## config.mk

```make
export PLATFORM = sky130hd
export DESIGN_NAME = seq_arith_unit_flat
export DESIGN_NICKNAME = d
export VERILOG_FILES = /design/src/rtl/seq_arith_unit_if.sv /design/src/rtl/seq_arith_unit.sv /design/src/flat_wrapper.sv
export SDC_FILE = /design/constraint.sdc
export NUM_CORES = 1
export LEC_CHECK = 0
export CAP_MARGIN = 20
export CORE_MARGIN = 8
export CORE_UTILIZATION = 30
export DETAILED_ROUTE_END_ITERATION = 10
export GPL_TIMING_DRIVEN = 0
export PLACE_DENSITY = 0.45
export SETUP_SLACK_MARGIN = 0.15
export SLEW_MARGIN = 0
export SYNTH_ARGS = -nofsm -noshare
export SYNTH_HDL_FRONTEND = slang
export SYNTH_SLANG_ARGS = --single-unit
```

## constraint.sdc

```tcl
create_clock -name clk -period 7.9 [get_ports clk]
set_input_delay 2.37 -clock clk [delete_from_list [all_inputs] [get_ports clk]]
set_output_delay 2.37 -clock clk [all_outputs]
set_load 0.01 [all_outputs]
```

## src/rtl/seq_arith_unit_if.sv

```systemverilog
// Request/result bundle for seq_arith_unit: operands and opcode in, status and result out.
// The master drives the request side; the slave (the unit) drives busy/done/out_arith/err.
interface seq_arith_unit_if #(
    parameter int WIDTH = 16
);
    logic                 start;
    logic [2:0]           opcode;
    logic [WIDTH-1:0]     in_a;
    logic [WIDTH-1:0]     in_b;
    logic                 busy;
    logic                 done;
    logic [2*WIDTH-1:0]   out_arith;
    logic                 err;

    modport master (
        output start, opcode, in_a, in_b,
        input  busy, done, out_arith, err
    );

    modport slave (
        input  start, opcode, in_a, in_b,
        output busy, done, out_arith, err
    );
endinterface

```

## src/rtl/seq_arith_unit.sv

```systemverilog
// Sequential arithmetic unit: add/sub/inc/dec/and/xor, shift-add MUL, restoring DIV (SEQ_ARITH_DIV_EN).
// Latency: 1 cycle for single-cycle ops, WIDTH+1 cycles for MUL/DIV; done pulses when the result lands.
// Backpressure: start is taken only in IDLE/DONE; start during CALC is dropped with no side effect.
module seq_arith_unit #(
    parameter int WIDTH = 16
) (
    input  logic          clk,
    input  logic          rst,
    seq_arith_unit_if.slave bus
);
    localparam int W2    = 2 * WIDTH;
    localparam int CNT_W = $clog2(WIDTH);
    localparam logic [CNT_W-1:0] LAST = CNT_W'(WIDTH - 1);

    localparam logic [2:0] OP_ADD = 3'b000;
    localparam logic [2:0] OP_SUB = 3'b001;
    localparam logic [2:0] OP_MUL = 3'b010;
    localparam logic [2:0] OP_DIV = 3'b011;
    localparam logic [2:0] OP_INC = 3'b100;
    localparam logic [2:0] OP_DEC = 3'b101;
    localparam logic [2:0] OP_AND = 3'b110;
    localparam logic [2:0] OP_XOR = 3'b111;

    typedef enum logic [1:0] {IDLE, CALC, DONE} state_t;

    state_t             state, state_next;
    logic               ready, accept, multi, finish;
    logic [CNT_W-1:0]   cnt;
    logic [W2-1:0]      acc;
    logic [WIDTH-1:0]   b_q;
    logic [W2-1:0]      out_q;
    logic               err_q;
    logic [W2-1:0]      sc_res;
    logic               sc_err;
    logic [WIDTH:0]     sum_ab, diff_ab, inc_a, dec_a;
    logic [WIDTH:0]     mul_sum;
    logic [W2-1:0]      iter_next;
    logic               iter_err;
`ifdef SEQ_ARITH_DIV_EN
    logic               div_q;
    logic [WIDTH:0]     div_shift, div_trial;
`endif

    always_ff @(posedge clk) begin
        if (rst) state <= IDLE;
        else     state <= state_next;
    end

    always_comb begin
        ready      = (state != CALC);
        accept     = ready && bus.start;
        multi      = (bus.opcode == OP_MUL);
`ifdef SEQ_ARITH_DIV_EN
        if (bus.opcode == OP_DIV) multi = 1'b1;
`endif
        finish     = (state == CALC) && (cnt == LAST);
        state_next = state;
        case (state)
            IDLE, DONE: state_next = accept ? (multi ? CALC : DONE) : IDLE;
            CALC:       if (finish) state_next = DONE;
            default:    state_next = IDLE;
        endcase
    end

    // Single-cycle results come straight from the live inputs at the accepting edge.
    assign sum_ab  = {1'b0, bus.in_a} + {1'b0, bus.in_b};
    assign diff_ab = {1'b0, bus.in_a} - {1'b0, bus.in_b};
    assign inc_a   = {1'b0, bus.in_a} + 1'b1;
    assign dec_a   = {1'b0, bus.in_a} - 1'b1;

    always_comb begin
        sc_res = '0;
        sc_err = 1'b0;
        case (bus.opcode)
            OP_ADD:  sc_res = W2'(sum_ab);
            OP_SUB:  sc_res = W2'(diff_ab);
            OP_INC:  sc_res = W2'(inc_a);
            OP_DEC:  sc_res = W2'(dec_a);
            OP_AND:  sc_res = W2'(bus.in_a & bus.in_b);
            OP_XOR:  sc_res = W2'(bus.in_a ^ bus.in_b);
`ifdef SEQ_ARITH_DIV_EN
`else
            OP_DIV:  sc_err = 1'b1;
`endif
            default: sc_res = '0;
        endcase
    end

    // acc holds {high, low}: MUL {partial sum, remaining multiplier}, DIV {remainder, quotient}.
    assign mul_sum = {1'b0, acc[W2-1:WIDTH]} + (acc[0] ? {1'b0, b_q} : '0);

`ifdef SEQ_ARITH_DIV_EN
    // With b=0 every trial succeeds, so the quotient fills with ones and in_a shifts into the remainder.
    assign div_shift = acc[W2-1:WIDTH-1];
    assign div_trial = div_shift - {1'b0, b_q};

    always_comb begin
        iter_err = 1'b0;
        if (div_q) begin
            iter_err = (b_q == '0);
            if (!div_trial[WIDTH]) iter_next = {div_trial[WIDTH-1:0], acc[WIDTH-2:0], 1'b1};
            else                   iter_next = {div_shift[WIDTH-1:0], acc[WIDTH-2:0], 1'b0};
        end else begin
            iter_next = {mul_sum, acc[WIDTH-1:1]};
        end
    end
`else
    assign iter_next = {mul_sum, acc[WIDTH-1:1]};
    assign iter_err  = 1'b0;
`endif

    always_ff @(posedge clk) begin
        if (rst) begin
            cnt   <= '0;
            acc   <= '0;
            b_q   <= '0;
            out_q <= '0;
            err_q <= 1'b0;
`ifdef SEQ_ARITH_DIV_EN
            div_q <= 1'b0;
`endif
        end else if (accept) begin
            cnt <= '0;
            acc <= W2'(bus.in_a);
            b_q <= bus.in_b;
`ifdef SEQ_ARITH_DIV_EN
            div_q <= (bus.opcode == OP_DIV);
`endif
            if (!multi) begin
                out_q <= sc_res;
                err_q <= sc_err;
            end
        end else if (state == CALC) begin
            cnt <= cnt + 1'b1;
            acc <= iter_next;
            if (finish) begin
                out_q <= iter_next;
                err_q <= iter_err;
            end
        end
    end

    assign bus.busy      = (state == CALC);
    assign bus.done      = (state == DONE);
    assign bus.out_arith = out_q;
    assign bus.err       = err_q;
endmodule

```

## src/flat_wrapper.sv

```systemverilog
// flat-port wrapper written by rule: the top's interface ports become plain ports
module seq_arith_unit_flat 
#(
    parameter int WIDTH = 16
)
  (clk, rst, bus_start, bus_opcode, bus_in_a, bus_in_b, bus_busy, bus_done, bus_out_arith, bus_err);
  seq_arith_unit_if #(.WIDTH(WIDTH)) bus_i ();
  input  logic clk;
  input  logic rst;
  input wire logic [$bits(bus_i.start)-1:0] bus_start;
  input wire logic [$bits(bus_i.opcode)-1:0] bus_opcode;
  input wire logic [$bits(bus_i.in_a)-1:0] bus_in_a;
  input wire logic [$bits(bus_i.in_b)-1:0] bus_in_b;
  output wire logic [$bits(bus_i.busy)-1:0] bus_busy;
  output wire logic [$bits(bus_i.done)-1:0] bus_done;
  output wire logic [$bits(bus_i.out_arith)-1:0] bus_out_arith;
  output wire logic [$bits(bus_i.err)-1:0] bus_err;
  assign bus_i.start = bus_start;
  assign bus_i.opcode = bus_opcode;
  assign bus_i.in_a = bus_in_a;
  assign bus_i.in_b = bus_in_b;
  assign bus_busy = bus_i.busy;
  assign bus_done = bus_i.done;
  assign bus_out_arith = bus_i.out_arith;
  assign bus_err = bus_i.err;
  seq_arith_unit #(.WIDTH(WIDTH)) u_core (.clk(clk), .rst(rst), .bus(bus_i));
endmodule
```

== After elaboration in Yosys (flattened, before gate mapping) ==
Cells that the tools add are included.
Widths: inputs -> output; s select.

* $add $sub $neg: 6
* Equality and inequality tests: 13
* Multiplexer cells: 17
* Bitwise gates (word level): 2
* Reductions and logical operators: 9

{| class="wikitable"
|+ Operator list
! cell !! number
|-
| $pmux 32 s6 || 1
|-
| $mux 32 || 4
|-
| $mux 16 || 3
|-
| $add 16x16->17 || 2
|-
| $add 16x1->17 const B || 1
|-
| $sub 16x1->17 const B || 1
|-
| $sub 16x16->17 || 1
|-
| $and 16x16->16 || 1
|-
| $xor 16x16->16 || 1
|-
| $eq 3x3->1 const B || 4
|-
| $eq 3x2->1 const B || 2
|-
| $mux 2 || 3
|-
| $mux 1 || 5
|-
| $add 4x1->4 const B || 1
|-
| $eq 4x4->1 const B || 1
|-
| $ne 2x1->1 const B || 2
|-
| $pmux 2 s2 || 1
|-
| $reduce_bool 2->1 || 2
|-
| $reduce_or 2->1 || 2
|-
| $eq 3x1->1 const B || 1
|-
| $logic_not 3->1 || 1
|-
| $reduce_and 3->1 || 1
|-
| $eq 2x1->1 const B || 1
|-
| $eq 2x2->1 const B || 1
|-
| other kinds (3) || 4
|}

* Bits in registers: 87
* Input bits: 38
* Word-level logic and storage cells: 54

== Depth between registers and ports, before layout ==
Gate-level depths: netlist of the first run.

* Word-level depth: 5
* Depth in mapped cells: 16
* Depth with buffers taken out: 15

== Least setup slack after synthesis of the first run ==
OpenSTA, ideal clock, no wires.

* Path kind: input-to-reg
* From: in bus_opcode[0]
* To: reg u_core.out_q[12] (netlist: u_core.bus.out_arith[12])
* Setup time: 0.137 ns
* Arrival time: 5.245 ns
* Slack: 2.518 ns
* Stages: 15
* Cell sequence: clkbuf_1 buf_2 buf_2 nor2b_1 nand2_1 a21oi_1 a31oi_1 ha_1 a21o_1 a221oi_2 o21ai_1 a31oi_2 xnor2_1 a221oi_2 a211oi_1

* Word-level cells in the longest chain between the ends: 4

{| class="wikitable"
|+ RTL lines
! element !! RTL line !! source
|-
| from (decl) || flat_wrapper.sv:11 || <nowiki>input wire logic [$bits(bus_i.opcode)-1:0] bus_opcode;</nowiki>
|-
| $eq 3x3->1, or another cell as far along || seq_arith_unit.sv:74 || <nowiki>case (bus.opcode)</nowiki>
|-
| $pmux 32 s6 || seq_arith_unit.sv:74 ||
|-
| $mux 32 || seq_arith_unit.sv:129 || <nowiki>if (!multi) begin</nowiki>
|-
| $mux 32 || seq_arith_unit.sv:122 || <nowiki>end else if (accept) begin</nowiki>
|-
| to (signal assigned) || seq_arith_unit.sv:130 || <nowiki>out_q <= sc_res;</nowiki>
|-
| to (signal assigned) || seq_arith_unit.sv:137 || <nowiki>out_q <= iter_next;</nowiki>
|-
| to (decl) || seq_arith_unit.sv:31 || <nowiki>logic [W2-1:0] out_q;</nowiki>
|}

Parallel ways exist; a longest one is shown, timed or not. The select of a mux whose other input is x is not followed.
A chain may end at the register's enable or synchronous reset.

== Worst setup path in the final report of the first run ==
* From: in bus_in_b[0]
* To: reg u_core.out_q[14] (netlist: u_core.bus.out_arith[14])

* Word-level cells in the longest chain between the ends: 4

{| class="wikitable"
|+ RTL lines
! element !! RTL line !! source
|-
| from (decl) || flat_wrapper.sv:13 || <nowiki>input wire logic [$bits(bus_i.in_b)-1:0] bus_in_b;</nowiki>
|-
| $sub 16x16->17 / $add 16x16->17 (equally long branches) || seq_arith_unit.sv:67, seq_arith_unit.sv:66 ||
|-
| $pmux 32 s6 * || seq_arith_unit.sv:74 ||
|-
| $mux 32 * || seq_arith_unit.sv:129 ||
|-
| $mux 32 * || seq_arith_unit.sv:122 ||
|}

Every way passes the cells marked *; elsewhere a longest branch is shown, timed or not. The select of a mux whose other input is x is not followed.

==> results of run 1 <==
[cell type report]
type                       instances  area, sq um
fill                            2128        12700
multi-input combinational        622         4110
sequential                        87         1740
timing repair buffer              70          701
tap                              270          338
clock buffer                      12          246
buffer                            47          186
inverter                          24         90.1
clock inverter                     3         20.0
[worst reg2reg max path: cells and delay by family (launching register included)]
family          cells  cell delay (ns)
compound gates      2             0.96
buf+inv             2             1.04
flops               1             0.32
simple gates        3             0.42
[metal layers]
| layer | up-vias | track usage, % | routed length [um] |
|---|---|---|---|
| met5 | - | 0 | 0 |
| met4 | 0 | 5.49 | 450 |
| met3 | 28 | 2.66 | 847 |
| met2 | 154 | 31.0 | 11000 |
| met1 | 2934 | 22.6 | 10400 |
| li1 | 2997 | - | - |
[cell usage in the layout (no fill, tap or decap), types with 9 or more instances in the layout]
master	count
nand2_1	98
and2_1	19
o21ai_0	23
a21oi_1	69
a21o_1	10
a211oi_1	28
a22oi_1	10
mux2i_1	32
ha_1	50
clkbuf_16	9
nor2b_1	9
clkbuf_1	35
nand3_1	23
inv_1	23
clkdlybuf4s50_1	70
nor2_1	77
dfxtp_1	87
xnor2_1	15
nand4_1	11
a31oi_1	14
xor2_1	10
o211ai_1	9
[report_power, final]
| group | switching [W] | total (W) | leakage [nW] | internal, W |
|---|---|---|---|---|
| Sequential | 0.0000122 | 0.000470 | 0.711 | 0.000458 |
| Clock | 0.000190 | 0.000410 | 0.125 | 0.000220 |
| Combinational | 0.000170 | 0.000287 | 2.06 | 0.000117 |
| Total | 0.000373 | 0.00117 | 2.90 | 0.000795 |
[sequential cells by signal, summed over array words and instances (netlist names)]
name / cells
u_core.acc: 32
u_core.b_q: 16
u_core.bus.err: 1
u_core.bus.out_arith: 32
u_core.cnt: 4
u_core.state: 2
[cells in the mapped netlist (3+ instances only)]
master    instances
o21a_1            8
inv_1            23
a21oi_1          69
nand4_1          11
and4_1            3
o21ai_0          23
a21o_1           10
dfxtp_1          87
nand2b_1          7
or3_1             7
a211oi_1         28
a31oi_1          14
nor2_1           77
nand3_1          23
nor3_1            8
and2_1           19
a221oi_1          5
nand2_1          98
o22ai_1           3
nor4b_1           3
or2_1             4
buf_1             8
nor2b_1           9
nand3b_1          4
xor2_1           10
buf_2             5
mux2i_1          32
xnor2_1          15
o21ai_1           7
a22oi_1          10
o311ai_1          5
o211ai_1          9
ha_1             50
o221ai_1          7
clkbuf_1         33
[worst max-delay path by stage]
stage	to	cells past startpoint
detailed placement	u_core.bus.out_arith[12]$_SDFFE_PP0P_	13
CTS	u_core.bus.out_arith[12]$_SDFFE_PP0P_	13
global placement	u_core.bus.out_arith[12]$_SDFFE_PP0P_	13
finish	u_core.bus.out_arith[14]$_SDFFE_PP0P_	13
floorplan	u_core.bus.out_arith[12]$_SDFFE_PP0P_	15
global route	u_core.bus.out_arith[14]$_SDFFE_PP0P_	14
[through the flow]
step                      cells  cell area, sq um
after CTS                  1135              7440
final                      1135              7440
after detailed placement   1120              7170
after global routing       1135              7440
after floorplan             780              6130
after global placement     1120              7170
[logic make-up after synthesis]
group                      Yosys count  share of synthesized area, %
and+or+nand+nor                    289                          22.6
AOI/OAI and AO/OA                  223                          24.6
DFF                                 87                          28.4
buffers and inverters               71                          4.51
adders and majority gates           52                          10.9
muxes                               33                          5.41
xor gates and xnor gates            25                          3.57
==> metrics.cfg, run 1 <==
[routing]
wire_per_inst_um = 20.0
drt_iter0_drc = 335
vias = 6113
routed_wirelength_mm = 22.7
drt_first_pass_iters = 5
antenna_left = 0
viasPerCell = 5.39
drc = 0

[place]
post-place-ws_ns = 1.39
gp_congestion = 0.884
io_buffer_count = 70
dp_hpwl_mm = 17.6

[setup_path]
crit_start = bus_in_b[0]
cp_top_family = simple AND/OR/NAND/NOR gates
rr_startpoint = u_core.state[1]$_SDFFE_PP0P_
max_stage_delay_ns = 0.62
path_buf_inv = 1
path_class = in -> reg
reg2reg_depth = 7
worstSetupEndpointType = flip-flop
r2r_slack_ns = 5.05
crit_arrival_ns = 6.41
crit_top_cell = nor3_1
start_kind = input pin
critPathMaxFanout = 6
crit_chain = clkdlybuf4s50_1, or3_1, nor3_1, nand2_1, o221ai_1, ha_1, and3_1, a221oi_2, o211ai_1, a41oi_1, xnor2_1, a221oi_1, nor3_1
slowest_stage = nor3_1
critPathRequiredTime_ns = 8.11
reg2reg_to = u_core.bus.out_arith[5]$_SDFFE_PP0P_

[floorplan]
initial_utilization_pct = 30.4
fp-row-count = 52
pin_count = 73
die-area_sq_um = 25300
core_sq_um = 20200
die_w_um = 159
dieHeight_um = 159

[global_routing]
antenna_found_initial = 0
grt_pass1_wl_mm = 36.0
grt_pass1_vias = 6280
grt_usage_pct = 17.9
grt_overflow = 0
grt_max_degree = 14

[yosys]
synth_edf_count = 0
syn_nets = 870
netlist_top_cells_area = dfxtp_1 28%, ha_1 10%, nand2_1 6.0%
seq_area_frac_synth_pct = 28.4
yosysTopAreaCellShare_pct = 28.4
synth-seq-cells = 87
synth_cell_types = 70
synth_area_sq_um = 6130
syn_inst = 780
yosysWarningCount = 0
synthArstFlopShare_pct = 0
synth_top_area_cell = dfxtp_1
syn_area_per_cell_sq_um = 7.86
synth_flop_cell = dfxtp_1

[clocking]
clkSlewWorstSetupHoldPaths_ns = 0.06
cts-htree-levels = 3
clk_latency_ns = 0.35
clock_sinks = 87
cts_resized = 0
cts_inserted_buffers = 9
hold_buffers = 0
ctsLongestPathBuffers = 2
root_buffer = clkbuf_16
cts_setup_buffers = 0
tritoncts = built

[sta]
slew_headroom_pct = 41.1
period_needed_ns = 6.20
finalMaxSlewViolations = 0
hold_viol = 0
setup_viol = 0
worst_slack_ns = 1.70
fin_hold_ws_ns = 0.451
post-route-period-util_pct = 78.5
skew_ns = 0.00802
maxClockFrequency_ghz = 0.161
tns_ns = 0
grt_setup_unrepaired = no
tightest_slew_ns = 0.883

[hold_path]
min_path_cells = 2
hold_path_class = reg -> reg
hold_path_end = u_core.bus.out_arith[1]$_SDFFE_PP0P_
min-delay-start = u_core.bus.out_arith[1]$_SDFFE_PP0P_

[power]
ir_drop_mv = 0.0844
powerDensity_nw_per_um2 = 157
finalPower_w = 0.00117
leakage_nw = 2.90

[finish]
n_antenna_cell = 0
drive_above_1_share_pct = 4.28
final_nets = 951
syn_to_final_growth_pct = 21.3
utilization_pct = 36.9

[run]
maxCapViolations = 0

[outcome]
status = finished clean

Power figures use the tool's default switching activity.
==> inputs of run 2 (changes only) <==
==> constraint.sdc (replaced) <==
create_clock -name clk -period 6.38 [get_ports clk]
set_input_delay 1.914 -clock clk [delete_from_list [all_inputs] [get_ports clk]]
set_output_delay 1.914 -clock clk [all_outputs]
set_load 0.01 [all_outputs]
==> results of run 2 <==
The final DEF is identical to that of run 1. Status: finished clean.
Main changes from that run: setup slack after placement 1.39 ns -> 0.323 ns; setup slack after layout 1.70 ns -> 0.638 ns; register-to-register setup slack 5.05 ns -> 3.53 ns; total power 0.00117 W -> 0.00145 W; worst IR drop on VDD 0.0844 mV -> 0.104 mV
==> inputs of run 3 (changes only) <==
--- a/config.mk
+++ b/config.mk
@@ -9,7 +9,6 @@
 export CORE_MARGIN = 8
 export CORE_UTILIZATION = 30
 export DETAILED_ROUTE_END_ITERATION = 10
-export GPL_TIMING_DRIVEN = 0
 export PLACE_DENSITY = 0.45
 export SETUP_SLACK_MARGIN = 0.15
 export SLEW_MARGIN = 0
==> run 3 against run 2 <==
Net effect: die area is the same; non-clock buffer count shrank 32; power grew 5.3%; maximum frequency rose by 6.6%; combinational power decreased by 4%; critical path depth is 2 higher; clock power is 17% higher; clock skew shrank 0.0025 ns.
==> metrics.cfg, run 3 (synthesized netlist as in run 1, its figures left out) <==
[setup_path]
path_buf_inv = 2  ; +1
max_stage_delay_ns = 0.50  ; -0.12 ns
cp_top_family = compound AO/OA/AOI/OAI gates
reg2reg_to = u_core.bus.out_arith[8]$_SDFFE_PP0P_
crit_start = bus_in_b[0]
slowest_stage = or3b_2
r2r_slack_ns = 3.52
crit_chain = clkdlybuf4s50_1, inv_1, ha_1, or3b_2, or3_1, xor2_1, a21oi_1, ha_1, o21a_1, a21oi_1, o21ai_1, a31oi_2, xnor2_1, a221oi_2, a211oi_1
rr_startpoint = u_core.state[1]$_SDFFE_PP0P_
reg2reg_depth = 6  ; -1
worstSetupEndpointType = flip-flop
path_class = in -> reg
setup.worst_path.end = u_core.bus.out_arith[12]$_SDFFE_PP0P_
start_kind = input pin
critPathMaxFanout = 7  ; +1
critical_path_cell_count = 15  ; +2
crit_arrival_ns = 5.65
critPathRequiredTime_ns = 6.64

[clocking]
cts_resized = 0  ; unchanged
cts-htree-levels = 3  ; unchanged
hold_buffers = 0  ; unchanged
ctsLongestPathBuffers = 2  ; unchanged
root_buffer = clkbuf_16
cts_inserted_buffers = 9  ; unchanged
clock_sinks = 87  ; unchanged
clk_latency_ns = 0.35  ; about the same
tritoncts = built
clkSlewWorstSetupHoldPaths_ns = 0.07  ; about the same
cts_setup_buffers = 0  ; unchanged

[power]
powerDensity_nw_per_um2 = 205
leakage_nw = 2.93  ; +1.1%
clockPowerShare_pct = 39.2  ; +4.1 points
ir_drop_mv = 0.127
pwr-share-comb_pct = 22.5  ; -2.1 points
seqPwrFrac_pct = 38.3  ; -2.0 points
intPower_w = 0.00107
switching_share_pct = 29.8
p_switching_w = 0.000453

[routing]
routed_wirelength_mm = 20.0  ; -12%
viasPerCell = 5.31  ; -1.3%
antenna_left = 0  ; unchanged
drt_iter0_drc = 269  ; -20%
vias = 5866  ; -4.0%
drc = 0  ; unchanged
wire_per_inst_um = 18.1  ; -9.6%
drt_first_pass_iters = 5  ; unchanged

[global_routing]
grt_pass1_wl_mm = 32.7  ; -9.1%
grt_pass1_vias = 6015  ; -4.2%
grt_overflow = 0  ; unchanged
grt_max_degree = 75  ; +61
antenna_found_initial = 0  ; unchanged
grt_usage_pct = 15.9  ; -2.1 points

[finish]
fillers = 2131  ; +0.14%
drive_above_1_share_pct = 5.88  ; +1.6 points
final_common_cell = nand2_1
final_nets = 919  ; -3.4%
final_cells = 1104  ; -2.7%
final_cell_mix = 98 x nand2_1, 87 x dfxtp_1, 77 x nor2_1
n_antenna_cell = 0  ; unchanged
syn_to_final_growth_pct = 21.2  ; about the same
utilization_pct = 36.8  ; about the same

[hold_path]
hold_path_class = reg -> reg

[sta]
period_needed_ns = 5.39
setup_viol = 0  ; unchanged
post-route-period-util_pct = 84.5
hold_viol = 0  ; unchanged
fin_hold_ws_ns = 0.451  ; +0.0000530 ns
slew_headroom_pct = 43.3  ; +2.1 points
grt_setup_unrepaired = no
finalMaxSlewViolations = 0  ; unchanged
tns_ns = 0  ; unchanged
worst_slack_ns = 0.992
skew_ns = 0.00552  ; -0.00250 ns
tightest_slew_ns = 0.848  ; -0.0349 ns
maxClockFrequency_ghz = 0.186

[outcome]
status = finished clean

[run]
maxCapViolations = 0  ; unchanged

[floorplan]
initial_utilization_pct = 30.4  ; unchanged
core_sq_um = 20200  ; unchanged
dieHeight_um = 159  ; unchanged
die-area_sq_um = 25300  ; unchanged
pin_count = 73  ; unchanged
die_w_um = 159  ; unchanged
fp-row-count = 52  ; unchanged

[place]
post-place-ws_ns = 0.641
dp_cells = 1088  ; -2.9%
io_buffer_count = 72  ; +2.9%
gp_congestion = 0.869  ; -1.7%
dp_hpwl_mm = 14.8  ; -16%

run 3: cell count changes in the layout (fill, tap and decap cells not counted), sizes merged:
cell           before  now
clkbuf             45   12
bufinv              0    2
clkinvlp            2    0
clkdlybuf4s50      70   71
inv                23   24
run 3: per-stage QoR:
| stage | area (sq um) | power [W] |
|---|---|---|
| CTS | 7430 | 0.00155 |
| detailed placement | 7110 | 0.000938 |
| floorplan | 6130 | 0.000810 |
| global placement | 7110 | 0.000935 |
| finish | 7430 | 0.00152 |
| global route | 7430 | 0.00161 |
run 3: layer usage:
metal | vias to the layer above | track usage (%) | share of wire [%]
li1 | 2955 | - | -
met1 | 2753 | 19.2 | 45
met2 | 137 | 27.7 | 49
met3 | 21 | 3.21 | 4.0
met4 | 0 | 5.27 | 1.7
met5 | - | 0 | 0
run 3: area by class of cell:
cell class                      count  area (sq um)  share of cell area (%)
Sequential cell                    87          1740                    23.4
Clock inverter                      4          77.6                    1.04
Timing Repair Buffer               85           813                    10.9
Multi-Input combinational cell    622          4120                    55.5
Clock buffer                       12           246                    3.32
Inverter                           24          90.1                    1.21
Tap cell                          270           338                    4.55
run 3: worst min-delay path by stage:
stage                                                startpoint                               endpoint  slack [ns]  cells after the start
final                                u_core.b_q[8]$_SDFFE_PP0P_             u_core.b_q[8]$_SDFFE_PP0P_        0.45                      2
after global routing                 u_core.b_q[3]$_SDFFE_PP0P_             u_core.b_q[3]$_SDFFE_PP0P_        0.47                      2
after CTS                 u_core.bus.out_arith[24]$_SDFFE_PP0P_  u_core.bus.out_arith[24]$_SDFFE_PP0P_        0.45                      2
after detailed placement            u_core.b_q[14]$_SDFFE_PP0P_            u_core.b_q[14]$_SDFFE_PP0P_        0.44                      2
after global placement    u_core.bus.out_arith[24]$_SDFFE_PP0P_  u_core.bus.out_arith[24]$_SDFFE_PP0P_        0.44                      2
after floorplan                      u_core.b_q[0]$_SDFFE_PP0P_             u_core.b_q[0]$_SDFFE_PP0P_        0.43                      2
run 3: tightest hold or removal path: stages (launching register included):
cell and delay, ns:
dfxtp_1 0.31, nand2_1 0.05, a21oi_1 0.05
run 3: power by group through the flow:
stage	Combinational, W	Clock (W)	Sequential (W)
global placement	0.000339	0	0.000595
detailed placement	0.000343	0	0.000596
finish	0.000343	0.000596	0.000583
global route	0.000380	0.000643	0.000586
CTS	0.000345	0.000622	0.000583
floorplan	0.000215	0	0.000595
